**src/rtl/wb_pipelined_master_bridge.sv**
```systemverilog
// wb_pipelined_master_bridge: picorv32 native port to a pipelined Wishbone B4 master, one access at a time,
// with ERR/timeout recovery and a sticky log of the first faulting address.
module wb_pipelined_master_bridge #(
  parameter int AW = 32,
  parameter int DW = 32,
  parameter int SW = DW / 8,
  parameter logic [AW-1:0] WIN_BASE = 32'h8000_0000,
  parameter logic [AW-1:0] WIN_MASK = 32'hFFFF_FF00,
  parameter int TIMEOUT = 255,
  parameter logic [DW-1:0] ERR_RDATA = 32'hDEAD_BEEF
) (
  input  logic          clk,
  input  logic          i_reset,
  input  logic          i_mem_valid,
  input  logic [AW-1:0] i_mem_addr,
  input  logic [DW-1:0] i_mem_wdata,
  input  logic [SW-1:0] i_mem_wstrb,
  output logic          o_mem_hit,
  output logic          o_mem_ready,
  output logic [DW-1:0] o_mem_rdata,
  output logic          o_wb_cyc,
  output logic          o_wb_stb,
  output logic          o_wb_we,
  output logic [AW-1:0] o_wb_addr,
  output logic [DW-1:0] o_wb_data,
  output logic [SW-1:0] o_wb_sel,
  input  logic          i_wb_stall,
  input  logic          i_wb_ack,
  input  logic          i_wb_err,
  input  logic [DW-1:0] i_wb_data,
  output logic          o_err,
  output logic          o_err_timeout,
  output logic [AW-1:0] o_err_addr,
  input  logic          i_err_clr
);
  typedef enum logic [1:0] {S_IDLE, S_REQ, S_WAIT, S_RESP} state_t;
  localparam int CW = TIMEOUT > 0 ? $clog2(TIMEOUT + 1) : 1;
  localparam logic [CW-1:0] CMAX = CW'(TIMEOUT);
  localparam logic [CW-1:0] CLAST = CW'(TIMEOUT > 0 ? TIMEOUT - 1 : 0);
  state_t state_q, state_d;
  logic [AW-1:0] addr_q, addr_d, err_addr_q, err_addr_d;
  logic [DW-1:0] data_q, data_d, rdata_q, rdata_d;
  logic [SW-1:0] sel_q, sel_d;
  logic we_q, we_d, err_q, err_d, err_to_q, err_to_d;
  logic [CW-1:0] cnt_q, cnt_d;
  logic take, bus_ack, bus_err, tmo, fault;
  assign o_mem_hit = i_mem_valid && ((i_mem_addr & WIN_MASK) == WIN_BASE);
  // Responses only count once the strobe has been accepted (REQ without stall) or while waiting.
  assign take = (state_q == S_REQ && !i_wb_stall) || state_q == S_WAIT;
  assign bus_err = take && i_wb_err;
  assign bus_ack = take && i_wb_ack && !i_wb_err;
  assign tmo = (TIMEOUT != 0) && state_q == S_WAIT && !i_wb_ack && !i_wb_err && cnt_q == CLAST;
  assign fault = bus_err || tmo;
  always_ff @(posedge clk) begin
    if (i_reset) begin
      state_q <= S_IDLE;
      addr_q <= '0;
      data_q <= '0;
      sel_q <= '0;
      we_q <= 1'b0;
      rdata_q <= '0;
      cnt_q <= '0;
      err_q <= 1'b0;
      err_to_q <= 1'b0;
      err_addr_q <= '0;
    end else begin
      state_q <= state_d;
      addr_q <= addr_d;
      data_q <= data_d;
      sel_q <= sel_d;
      we_q <= we_d;
      rdata_q <= rdata_d;
      cnt_q <= cnt_d;
      err_q <= err_d;
      err_to_q <= err_to_d;
      err_addr_q <= err_addr_d;
    end
  end
  always_comb begin
    state_d = state_q;
    case (state_q)
      S_IDLE: state_d = o_mem_hit ? S_REQ : S_IDLE;
      S_REQ:  state_d = i_wb_stall ? S_REQ : ((i_wb_ack || i_wb_err) ? S_RESP : S_WAIT);
      S_WAIT: state_d = (bus_ack || fault) ? S_RESP : S_WAIT;
      default: state_d = S_IDLE;
    endcase
  end
  always_comb begin
    addr_d = addr_q;
    data_d = data_q;
    sel_d = sel_q;
    we_d = we_q;
    rdata_d = rdata_q;
    cnt_d = state_q == S_WAIT ? (cnt_q == CMAX ? cnt_q : cnt_q + 1'b1) : '0;
    err_d = err_q;
    err_to_d = err_to_q;
    err_addr_d = err_addr_q;
    if (state_q == S_IDLE && o_mem_hit) begin
      addr_d = i_mem_addr;
      data_d = i_mem_wdata;
      we_d = |i_mem_wstrb;
      sel_d = |i_mem_wstrb ? i_mem_wstrb : '1;
    end
    if (bus_ack) rdata_d = we_q ? '0 : i_wb_data;
    if (fault) rdata_d = we_q ? '0 : ERR_RDATA;
    // Clear first so a fault in the same cycle is still logged.
    if (i_err_clr) begin
      err_d = 1'b0;
      err_to_d = 1'b0;
      err_addr_d = '0;
    end
    if (fault && !err_d) begin
      err_d = 1'b1;
      err_to_d = tmo;
      err_addr_d = addr_q;
    end
  end
  always_comb begin
    o_wb_cyc = state_q == S_REQ || state_q == S_WAIT;
    o_wb_stb = state_q == S_REQ;
    o_mem_ready = state_q == S_RESP;
  end
  assign o_wb_we = we_q;
  assign o_wb_addr = addr_q;
  assign o_wb_data = data_q;
  assign o_wb_sel = sel_q;
  assign o_mem_rdata = rdata_q;
  assign o_err = err_q;
  assign o_err_timeout = err_to_q;
  assign o_err_addr = err_addr_q;
endmodule

```
**config.mk**
```make
export PLATFORM = sky130hd
export DESIGN_NAME = wb_pipelined_master_bridge
export DESIGN_NICKNAME = d
export VERILOG_FILES = /design/src/rtl/wb_pipelined_master_bridge.sv
export SDC_FILE = /design/constraint.sdc
export NUM_CORES = 1
export LEC_CHECK = 0
export BUFFER_PORTS_ARGS = -buffer_cell sky130_fd_sc_hd__buf_2
export CAP_MARGIN = 20
export CORE_MARGIN = 3
export CORE_UTILIZATION = 52
export CTS_CLUSTER_DIAMETER = 50
export DETAILED_ROUTE_END_ITERATION = 10
export PLACE_DENSITY = 0.95
export RECOVER_POWER = 50
export SLEW_MARGIN = 10
export SYNTH_ARGS = -nofsm -noshare
export SYNTH_HDL_FRONTEND = slang
export SYNTH_SLANG_ARGS = --single-unit
```
**constraint.sdc**
```tcl
create_clock -name clk -period 2.6 [get_ports clk]
set_input_delay 0.39 -clock clk [delete_from_list [all_inputs] [get_ports clk]]
set_output_delay 0.39 -clock clk [all_outputs]
set_load 0.1 [all_outputs]
```
# After elaboration in Yosys (flattened, before gate mapping)

Cells that the tools add are included.
Widths: inputs -> output; s select.

Register bits: 145
Input bits: 107
Word-level logic and storage cells: 58
Output and inout bits: 139

$add $sub $neg: 1
Mux-type cells: 16
Reduce and logical (&&, ||, !) cells: 24
Bitwise operators: 1
Equal/unequal tests: 6

Operators with widths:

| kind                 | number |
|---|---|
| $mux 32              | 6 |
| $eq 24x24->1 const B | 1 |
| $eq 8x8->1 const B   | 2 |
| $logic_and 1x1->1    | 10 |
| $add 8x1->8 const B  | 1 |
| $mux 1               | 7 |
| $pmux 2 s3           | 1 |
| $logic_or 1x1->1     | 5 |
| $eq 2x2->1 const B   | 2 |
| $logic_not 1->1      | 4 |
| $mux 4               | 1 |
| $reduce_bool 2->1    | 2 |
| $reduce_or 4->1      | 1 |
| $eq 2x1->1 const B   | 1 |
| $logic_not 2->1      | 1 |
| $mux 2               | 1 |
| $reduce_or 2->1      | 1 |
| $not 1->1            | 1 |

# Longest topological paths before layout

Gate-level depths: netlist (run 1).

Depth after elaboration: 8
Depth in mapped cells: 8
Gate-level depth less buffers: 6

# Worst setup path after synthesis (run 1)

Ideal clock, no wire load.

Path kind: in2out
From: input port i_mem_addr[19]
To: output port o_mem_hit
Stages: 4
Required time: 2.210 ns
Path buffers: 1
Arrival: 2.442 ns
Slack: -0.232 ns
Cell sequence: nor4_2 nand3_1 clkbuf_1 nor2_1

Word-level cells in the longest chain between the ends: 2

RTL lines:

| item               | RTL line | text |
|---|---|---|
| start: declaration | 15       | `input logic [AW-1:0] i_mem_addr,` |
| $eq 24x24->1       | 47       | `assign o_mem_hit = i_mem_valid && ((i_mem_addr & WIN_MASK) == WIN_BASE);` |
| $logic_and 1x1->1  | 47       |  |
| end: declaration   | 18       | `output logic o_mem_hit,` |

Every way passes these cells.

# Worst setup path after layout (run 1)

From: register err_addr_q[1], in the netlist o_err_addr[1]
To: output port o_err_addr[1]

RTL lines:

| item                     | RTL line | text |
|---|---|---|
| start: declaration       | 41       | `logic [AW-1:0] addr_q, addr_d, err_addr_q, err_addr_d;` |
| start signal: assignment | 76       | `err_addr_q <= err_addr_d;` |
| end: declaration         | 33       | `output logic [AW-1:0] o_err_addr,` |

No word-level cell between the ends.

==> run_results.csv, run 1 <==
group,metric,value,unit
synth,syn_area_per_cell,9.820,um2
critical_path,r2r_cells,7,
critical_path,critPathMaxStageDelay,960,ps
grt,grt_max_degree,51,
synth,ys_types,48,
hold_path,hold_path_class,"in2reg",
critical_path,startpoint_type,"flip-flop",
place,dp_cells,941,
place,finalWeightedCongestion,0.8412,
synth,async_flop_share,0,
critical_path,timing.critical_path.buf_inv,1,
power_and_ir_drop,intPower,3.753,mW
critical_path,critPathCaptureType,"output port",
route,first_iter_violations,484,
place,dp_hpwl,12180,um
power_and_ir_drop,p_leak,2.768,nW
power_and_ir_drop,p_seq_frac,0.465,
die,die_h,112.6,um
status,status,"finished, final reports clean",
clock_network,cts.sinks,145,
critical_path,crit_chain,"clkbuf_1",
route,viasPerCell,5.997,
grt,gr-usage-all-layers,0.2714,
critical_path,worstSetupPathDepth,1,
timing,fin_hold_ws,183.7,ps
critical_path,required,2210,ps
clock_network,clk_latency,410,ps
power_and_ir_drop,irDropWorstVdd,622.8,uV
critical_path,cp.arrival,1700,ps
clock_network,holdBufCountCts,0,
synth,synth-seq-cells,145,
place,placed_area,0.007188,mm2
timing,hold_violations,0,
grt,grt_pass1_vias,5535,
cells_and_area,utilization,0.6944,
critical_path,crit_slowest_cell,"clkbuf_1",
cells_and_area,final_cell_count_no_fill,974,
clock_network,tritoncts,"yes",
timing,grt_setup_unrepaired,"no",
clock_network,post_cts_buffers,0,
critical_path,path_max_fanout,2,
synth,yosys-top-cells-area,"dfxtp_1, a21oi_1, nand4b_1",
flow_run,cap_violations,0,
die,initial_utilization,0.5383,
synth,syn_nets,716,
power_and_ir_drop,power_density,626.4,mW/mm2
synth,yosysWarnings,0,
cells_and_area,n_antenna_cell,0,
synth,yosys.area.top_type,"dfxtp_1",
timing,fin_skew,8.299,ps
clock_network,cts_resized,0,
route,drt-total-wl,17970,um
clock_network,clk_pin_slew,60,ps
cells_and_area,nNetsFinal,935,
die,core,0.01098,mm2
route,drtAntennaViolNets,0,
place,buffer_ports.inserted,245,
clock_network,clock_path_buffers,2,
route,drc,0,
cells_and_area,final_area,0.007626,mm2
power_and_ir_drop,p_sw_frac,0.2144,
clock_network,cts_root_buffer,"clkbuf_16",
power_and_ir_drop,clkPwrFrac,0.498,
synth,synth_top_area_share,0.4910,
hold_path,hold_depth,2,
grt,grt_overflow,0,
timing,finalCritPeriodShare,0.8055,
clock_network,h-tree-depth,4,
grt,grt_pass1_wl,28090,um
timing,fin_setup_tns,0,ps
synth,syn-cell-area,0.005912,mm2
timing,post-route-min-period,2094,ps
route,first_pass_iters,5,
die,rows,38,
power_and_ir_drop,p_sw,1.024,mW
timing,fin_ws,505.7,ps
clock_network,numCtsBuffers,17,
timing,slew_viol_final,0,
synth,synth_ff_type,"dfxtp_1",
cells_and_area,layout-drive-gt1-share,0.2218,
route,vias,5841,
route,post_drt_wl_per_cell,18.45,um
power_and_ir_drop,power,4.777,mW
die,die_area,0.01268,mm2
die,die_width,112.6,um
cells_and_area,synthToLayoutAreaGrowth,28.99,%
timing,worst_pin_slew,1321,ps
critical_path,cpLargestDelayFamily,"buffers and inverters",
synth,syn-instance-count,602,
power_and_ir_drop,combPwrFrac,0.037,
synth,ys_seq_area_frac,0.4910,
synth,synth_edf_count,0,
critical_path,path_class,"reg2out",
timing,slew_headroom,0.1229,
place,preCtsSetupSlack,228.7,ps
grt,antenna_found_initial,0,
timing,setup-violations-final,0,
timing,fmaxAchievable,477.5,MHz
die,ios,246,
-- area by class of cell --
class | count | area [um2]
Timing Repair Buffer | 267 | 1272
Clock inverter | 12 | 130.1
Inverter | 9 | 33.78
Fill cell | 878 | 3357
Clock buffer | 20 | 446.7
Sequential cell | 145 | 2903
Multi-Input combinational cell | 381 | 2665
Tap cell | 140 | 175.2
-- Yosys cell counts (2+ instances only) --
cell type  instances
nand4_1           36
inv_1              8
nand3_1            3
buf_2             26
o2bb2ai_1         24
o211ai_1          24
nor3_2             2
xnor2_1            3
o31ai_1           34
a21oi_1           63
mux2i_1            8
a211oi_1           2
a22o_1             8
and2_1            25
nand4b_1          32
a311oi_1           5
nand2_1            4
nor2_1            10
nor2b_1            2
dfxtp_1          145
nor4_2             4
a31oi_1            7
nor3_1            29
buf_6              4
or3b_2             8
and3_1             5
o21ai_0           10
and4_1             2
ha_1               7
clkbuf_1          35
nand2b_1          10
-- cell families after synthesis --
logic type               Yosys count  synth area share
AO/OA/AOI/OAI                    182            0.2072
XOR/XNOR                           4          0.005927
adder cells (fa/ha/maj)            7           0.01481
buffers and inverters             76           0.05968
flip-flops                       145            0.4910
multiplexers                       8           0.01355
AND/OR/NAND/NOR                  180            0.2078
-- sequential cells by signal, indices dropped and copies added (netlist names) --
name and flops:
o_wb_we 1, o_err_addr 32, o_wb_sel 4, cnt_q 8
o_wb_addr 32, o_err_timeout 1, o_err 1, o_wb_data 32
o_mem_rdata 32, state_q 2
-- routing by layer --
layer	share of wire	up-vias	global-route usage	wire length, um
met5	0	-	0	0
met4	0.034	0	0.1194	607
met3	0.088	54	0.09003	1585
met2	0.48	290	0.4273	8689
met1	0.39	2769	0.3394	7092
li1	-	2728	-	-
-- power by group through the flow --
stage,logic (mW),clock network [mW],registers [mW]
2_1_floorplan,0.0653,0,2.27
3_3_place_gp,0.169,0,2.27
3_5_place_dp,0.170,0,2.27
4_1_cts,0.171,2.41,2.22
5_1_grt,0.193,2.52,2.22
6_report,0.178,2.38,2.22
-- worst register-to-register path, stage by stage (launching register included) --
cell and delay (ps):
dfxtp_1 340, inv_1 90, ha_1 180, nor2b_1 320, o21a_1 160, buf_4 430
o211ai_1 280, a21oi_1 210
-- path summary, 6_finish.rpt --
kind	start	endpoint	slack (ps)
worst min-delay path	i_wb_data[22]	o_mem_rdata[22]$_SDFFE_PP0P_	180
worst min register to register	o_mem_rdata[27]$_SDFFE_PP0P_	o_mem_rdata[27]$_SDFFE_PP0P_	460
worst max-delay path	o_err_addr[1]$_SDFFE_PP0P_	o_err_addr[1]	510
worst max register to register	state_q[1]$_SDFF_PP0_	o_err_addr[18]$_SDFFE_PP0P_	510
-- layout by cell type, fill, tap and decap left out, types with 7 or more instances in the layout --
master     count
a31oi_1        7
nor3_1        29
nand4b_1      32
buf_4         20
and2_1        25
o21ai_0       10
clkbuf_1     135
inv_1          8
clkbuf_16     17
a21oi_1       63
nand4_1       36
ha_1           7
o2bb2ai_1     24
mux2i_1        8
or3b_2         8
nor2_1         9
buf_2        111
o211ai_1      24
nand2b_1      10
dfxtp_1      145
o31ai_1       34
a22o_1         8
(Power assumes the default switching activity.)
==> run 2: changes to the inputs <==
- CORE_UTILIZATION: 52 -> 43
- PLACE_DENSITY: 0.95 -> 0.85
- clock period: 2.6 -> 1.76 ns (I/O delays scaled with it)
==> run 2 against run 1 <==
The flow now finishes with violations (negative setup slack). Register-to-register slack worse by 540 ps. Routed wire length is 3.2% higher. Cell count is 6.4% higher. Largest power group unchanged.
==> run_results.csv, run 2 (same netlist as run 1, synthesis figures left out) <==
group,metric,value,unit
hold_path,hold_path_class,"in2reg",
clock_network,clk_latency,420,ps
cells_and_area,nNetsFinal,962,
timing,fin_skew,7.641,ps
clock_network,holdBufCountCts,0,
critical_path,timing.critical_path.buf_inv,2,
critical_path,critPathCaptureType,"flip-flop",
route,drt-total-wl,18550,um
clock_network,tritoncts,"yes",
status,status,"finished, violations left",
place,buffer_ports.inserted,245,
power_and_ir_drop,irDropWorstVdd,833.8,uV
clock_network,numCtsBuffers,17,
critical_path,path_class,"reg2reg",
timing,setup-violations-final,6,
place,placed_area,0.007579,mm2
cells_and_area,n_antenna_cell,0,
power_and_ir_drop,p_sw_frac,0.2023,
timing,finalCritPeriodShare,1.019,
critical_path,crit_slowest_cell,"nor4_4",
grt,grt_pass1_wl,27600,um
critical_path,critPathMaxStageDelay,400,ps
critical_path,startpoint,"state_q[1]$_SDFF_PP0_",
power_and_ir_drop,combPwrFrac,0.037,
cells_and_area,final_area,0.008472,mm2
clock_network,cts_root_buffer,"clkbuf_16",
critical_path,path_max_fanout,6,
timing,hold_violations,0,
route,first_pass_iters,5,
critical_path,r2r_setup_slack,-30,ps
power_and_ir_drop,clkPwrFrac,0.518,
die,die_area,0.01519,mm2
power_and_ir_drop,p_sw,1.493,mW
grt,gr-usage-all-layers,0.2265,
die,rows,42,
critical_path,r2r_cells,7,
place,finalWeightedCongestion,0.8293,
die,core,0.01335,mm2
critical_path,reg2reg_from,"state_q[1]$_SDFF_PP0_",
timing,fin_hold_ws,53.22,ps
timing,worst_pin_slew,520.7,ps
die,ios,246,
cells_and_area,multi_input_area,0.002774,mm2
route,drtAntennaViolNets,0,
cells_and_area,utilization,0.6347,
clock_network,h-tree-depth,4,
die,initial_utilization,0.4429,
route,viasPerCell,5.787,
critical_path,cpLargestDelayFamily,"simple AND/OR/NAND/NOR gates",
timing,slew_viol_final,0,
cells_and_area,layout-drive-gt1-share,0.4209,
critical_path,worstSetupPathDepth,7,
critical_path,required,2110,ps
route,first_iter_violations,518,
clock_network,clock_path_buffers,2,
clock_network,cts.sinks,145,
grt,grt_max_degree,51,
die,die_width,123.3,um
flow_run,cap_violations,0,
cells_and_area,synthToLayoutAreaGrowth,43.30,%
critical_path,startpoint_type,"flip-flop",
critical_path,cp.arrival,2140,ps
timing,grt_setup_unrepaired,"yes",
grt,grt_overflow,0,
power_and_ir_drop,p_seq_frac,0.445,
power_and_ir_drop,power_density,871.0,mW/mm2
place,dp_hpwl,11820,um
route,drc,0,
critical_path,critPathCapture,"o_err_addr[21]$_SDFFE_PP0P_",
clock_network,clk_pin_slew,60,ps
timing,fin_ws,-34.13,ps
critical_path,crit_chain,"ha_4 -> nand4_1 -> nor4_4 -> buf_4 -> clkbuf_16 -> o211ai_1 -> a21oi_1",
cells_and_area,n_fill_cell,1097,
cells_and_area,final_cell_mix,"buf_2, dfxtp_1, a21oi_1",
grt,grt_pass1_vias,5408,
timing,slew_headroom,0.6552,
timing,post-route-min-period,1794,ps
status,violations,"negative setup slack",
power_and_ir_drop,intPower,5.887,mW
route,vias,5995,
cells_and_area,final_common_cell,"buf_2",
grt,antenna_found_initial,0,
cells_and_area,regArea,0.002912,mm2
timing,fmaxAchievable,557.4,MHz
die,die_h,123.3,um
route,post_drt_wl_per_cell,17.91,um
power_and_ir_drop,p_leak,3.620,nW
critical_path,r2r-end,"o_err_addr[21]$_SDFFE_PP0P_",
-- run 2: final cells by class --
cell class              instances  share of cell area
clock buffers                  21             0.05553
clock inverters                10             0.01861
inverters                       9            0.003988
multi-input cells             381              0.3274
flip-flops and latches        145              0.3437
well taps                     176             0.02599
repair buffers                294              0.2248
-- run 2: through the flow --
stage / setup WS, ps / power, mW / instances / TNS [ps]
global route: -130.8 / 7.599 / 1036 / -3897
global placement: -225.0 / 3.615 / 995 / -4790
finish: -34.13 / 7.379 / 1036 / -106.0
floorplan: -14.29 / 3.451 / 602 / -14.29
detailed placement: -256.1 / 3.619 / 995 / -6059
CTS: -0.1830 / 7.418 / 1026 / -0.1830
-- run 2: what timing repair did --
action	in CTS	in global routing
resized for setup	5	22
buffers inserted	0	4
pin swaps	0	13
hold endpoints to repair	0	0
setup endpoints to repair	33	100
gates cloned	0	6
-- run 2: power by group through the flow --
stage	Sequential [mW]	Clock (mW)	Combinational, mW
floorplan	3.35	0	0.0968
global placement	3.35	0	0.261
detailed placement	3.35	0	0.264
CTS	3.28	3.87	0.269
global route	3.28	4.03	0.294
finish	3.28	3.82	0.275
-- run 2: per-layer routing --
layer / part of all wire / global-route usage
met5: 0 / 0
met4: 0.030 / 0.08304
met3: 0.080 / 0.06770
met2: 0.48 / 0.3561
met1: 0.41 / 0.2953
-- run 2: worst register-to-register path: cells and delay by family, from the launching register on --
| family | cells | cell delay [ps] |
|---|---|---|
| AOI/OAI and AO/OA | 2 | 240 |
| buffers and inverters | 2 | 360 |
| adders and majority gates | 1 | 140 |
| and+or+nand+nor | 2 | 600 |
| DFF | 1 | 370 |
-- run 2: worst min path at each step --
stage	start	to	cells past startpoint
6_report	i_wb_data[29]	o_mem_rdata[29]$_SDFFE_PP0P_	2
5_1_grt	i_wb_data[29]	o_mem_rdata[29]$_SDFFE_PP0P_	2
4_1_cts	i_wb_data[29]	o_mem_rdata[29]$_SDFFE_PP0P_	2
3_5_place_dp	o_mem_rdata[31]$_SDFFE_PP0P_	o_mem_rdata[31]$_SDFFE_PP0P_	1
3_3_place_gp	o_mem_rdata[7]$_SDFFE_PP0P_	o_mem_rdata[7]$_SDFFE_PP0P_	1
2_1_floorplan	i_wb_data[14]	o_mem_rdata[14]$_SDFFE_PP0P_	1
==> run 3: changes to the inputs <==
- ABC_AREA: not set -> 1
- CORE_UTILIZATION: 43 -> 44
- PLACE_DENSITY: 0.85 -> 0.86
==> run 3 against run 2 <==
The run now ends clean. Non-clock buffer count decreased by 16. Highest routed layer is now met5. Combinational power decreased by 1%. First-iteration DRC count decreased by 31%. Largest cell class unchanged. Total power decreased by 2.2%. Clock power decreased by 4%. Design area decreased by 0.86%. Cell count increased by 21%. Setup slack improved by 57 ps. Synthesized cell count increased by 35%. Synthesized area increased by 2.3%. Maximum frequency increased by 3.3%. Routed wire length decreased by 3.2%.
==> run_results.csv, run 3 <==
group,metric,value,unit
critical_path,required,2100,ps
die,initial_utilization,0.4532,
power_and_ir_drop,combPwrFrac,0.038,
route,post_drt_wl_per_cell,14.32,um
critical_path,path_class,"reg2reg",
critical_path,cp.arrival,2080,ps
critical_path,crit_slowest_cell,"dfxtp_2",
die,die_width,123.3,um
timing,fin_hold_ws,71.09,ps
die,die_area,0.01519,mm2
clock_network,cts_root_buffer,"clkbuf_16",
synth,synth_top_family_by_area,"simple AND/OR/NAND/NOR gates",
cells_and_area,layout-drive-gt1-share,0.3506,
flow_run,cap_violations,0,
synth,ys_types,34,
place,dp_hpwl,12550,um
die,die_h,123.3,um
timing,hold_violations,0,
synth,ys_seq_area_frac,0.4798,
place,buffer_ports.inserted,245,
grt,antenna_found_initial,1,
clock_network,cts.sinks,145,
critical_path,critPathCaptureType,"flip-flop",
synth,synth_compound_area_frac,0.07963,
synth,synthSimpleGateAreaFrac,0.3320,
synth,synth_ff_type,"dfxtp_1",
cells_and_area,multi_input_area,0.002676,mm2
synth,syn-instance-count,815,
grt,grt_pass1_wl,26540,um
synth,synth_top_area_share,0.4798,
power_and_ir_drop,power_density,859.4,mW/mm2
clock_network,clk_pin_slew,60,ps
route,drtAntennaViolNets,0,
synth,yosysWarnings,0,
die,core,0.01335,mm2
timing,fmaxAchievable,575.6,MHz
synth,synth_top_cells_by_count,"nand2_1, dfxtp_1, nor2_1",
cells_and_area,n_fill_cell,1132,
clock_network,numCtsBuffers,17,
synth,yosys.area.top_type,"dfxtp_1",
grt,grt_pass1_vias,5567,
route,first_iter_violations,356,
synth,synth_edf_count,0,
power_and_ir_drop,p_leak,4.288,nW
timing,fin_skew,5.306,ps
power_and_ir_drop,irDropWorstVdd,519.6,uV
power_and_ir_drop,p_sw_frac,0.2065,
power_and_ir_drop,intPower,5.727,mW
cells_and_area,utilization,0.6293,
timing,setup-violations-final,0,
grt,grt_overflow,0,
route,viasPerCell,4.894,
synth,async_flop_share,0,
cells_and_area,n_antenna_cell,0,
synth,syn-cell-area,0.006050,mm2
synth,synth_mux_area_frac,0,
critical_path,critPathMaxStageDelay,350,ps
timing,finalCritPeriodShare,0.9871,
clock_network,clk_latency,410,ps
clock_network,clock_path_buffers,2,
route,drc,0,
timing,fin_setup_tns,0,ps
power_and_ir_drop,p_seq_frac,0.455,
critical_path,path_max_fanout,5,
die,ios,246,
cells_and_area,final_cell_mix,"buf_2, nand2_1, dfxtp_1",
synth,syn_area_per_cell,7.423,um2
cells_and_area,final_common_cell,"buf_2",
route,vias,6137,
synth,synth_xor_area_frac,0.002896,
route,first_pass_iters,5,
synth,synthAdderAreaFrac,0.01448,
grt,grt_max_degree,65,
power_and_ir_drop,clkPwrFrac,0.508,
cells_and_area,nNetsFinal,1182,
synth,synth-seq-cells,145,
power_and_ir_drop,p_sw,1.491,mW
synth,synth_most_common_cell,"nand2_1",
synth,syn_nets,929,
place,finalWeightedCongestion,0.8408,
timing,worst_pin_slew,513.7,ps
status,status,"finished, final reports clean",
grt,gr-usage-all-layers,0.2211,
timing,slew_viol_final,0,
critical_path,crit_chain,"inv_2 -> ha_2 -> nand2_2 -> nor2_4 -> nand3_4 -> nand2_4 -> inv_6 -> nor2_4 -> clkbuf_16 -> nand2_2 -> a21oi_2",
synth,yosys-top-cells-area,"dfxtp_1, nand2_1, nor2_1",
hold_path,hold_path_class,"in2reg",
cells_and_area,synthToLayoutAreaGrowth,38.84,%
route,drt-total-wl,17960,um
timing,post-route-min-period,1737,ps
timing,slew_headroom,0.6599,
die,rows,42,
cells_and_area,regArea,0.002909,mm2
clock_network,h-tree-depth,4,
timing,grt_setup_unrepaired,"yes",
critical_path,startpoint_type,"flip-flop",
clock_network,tritoncts,"yes",
run 3: power by group through the flow:
stage | clock [mW] | sequential, mW | combinational (mW)
after floorplan | 0 | 3.35 | 0.103
after global placement | 0 | 3.35 | 0.266
after detailed placement | 0 | 3.35 | 0.267
after CTS | 3.71 | 3.28 | 0.270
after global routing | 3.88 | 3.28 | 0.296
final | 3.66 | 3.28 | 0.271
run 3: path summary, 6_finish.rpt:
| path | depth (start not counted) | endpoint | startpoint | slack [ps] |
|---|---|---|---|---|
| worst max-delay path | 11 | o_mem_rdata[26]$_SDFFE_PP0P_ | state_q[0]$_SDFF_PP0_ | 20 |
| worst min-delay path | 3 | o_wb_data[6]$_SDFFE_PP0P_ | i_mem_wdata[6] | 70 |
| worst max register to register | 11 | o_mem_rdata[26]$_SDFFE_PP0P_ | state_q[0]$_SDFF_PP0_ | 20 |
| worst min register to register | 2 | o_mem_rdata[14]$_SDFFE_PP0P_ | o_mem_rdata[14]$_SDFFE_PP0P_ | 460 |
run 3: metrics by stage:
step | setup slack [ps] | power [mW] | cell area (um2) | cells
after floorplan | -18.85 | 3.457 | 6082 | 815
after global placement | 13.20 | 3.620 | 7622 | 1216
after detailed placement | -58.66 | 3.622 | 7622 | 1216
after CTS | 20.63 | 7.267 | 8268 | 1248
after global routing | -50.14 | 7.455 | 8399 | 1254
final | 22.76 | 7.218 | 8399 | 1254
run 3: logic make-up after synthesis:
logic type | after synthesis
AND/OR/NAND/NOR | 447
flip-flops | 145
buffers and inverters | 134
AO/OA/AOI/OAI | 80
adder cells (fa/ha/maj) | 7
XOR/XNOR | 2
run 3: layer usage:
metal / part of all wire / vias up / track usage
met3: 0.091 / 33 / 0.08646
li1: - / 3065 / -
met2: 0.48 / 253 / 0.3765
met5: 0.00072 / - / 0
met1: 0.41 / 2784 / 0.2531
met4: 0.021 / 2 / 0.07543
run 3: worst max-delay path: cells and delay by family (launching register included):
kind / cells / cell delay (ps)
compound gates: 1 / 130
buf+inv: 3 / 330
simple gates: 6 / 660
flops: 1 / 350
fa+ha+maj: 1 / 190
run 3: layout make-up:
| class | count | area share |
|---|---|---|
| clock inverter | 9 | 0.01579 |
| multi-input combinational | 538 | 0.3186 |
| timing repair buffer | 278 | 0.1975 |
| clock buffer | 20 | 0.05556 |
| tap | 176 | 0.02622 |
| sequential | 145 | 0.3463 |
| inverter | 88 | 0.03992 |
run 3: timing repair:
action	in CTS	in global routing
endpoints found under the setup margin	45	48
cloned	1	4
pin swaps	2	6
resized for setup	3	12
hold buffers	0	0
setup buffers	2	2
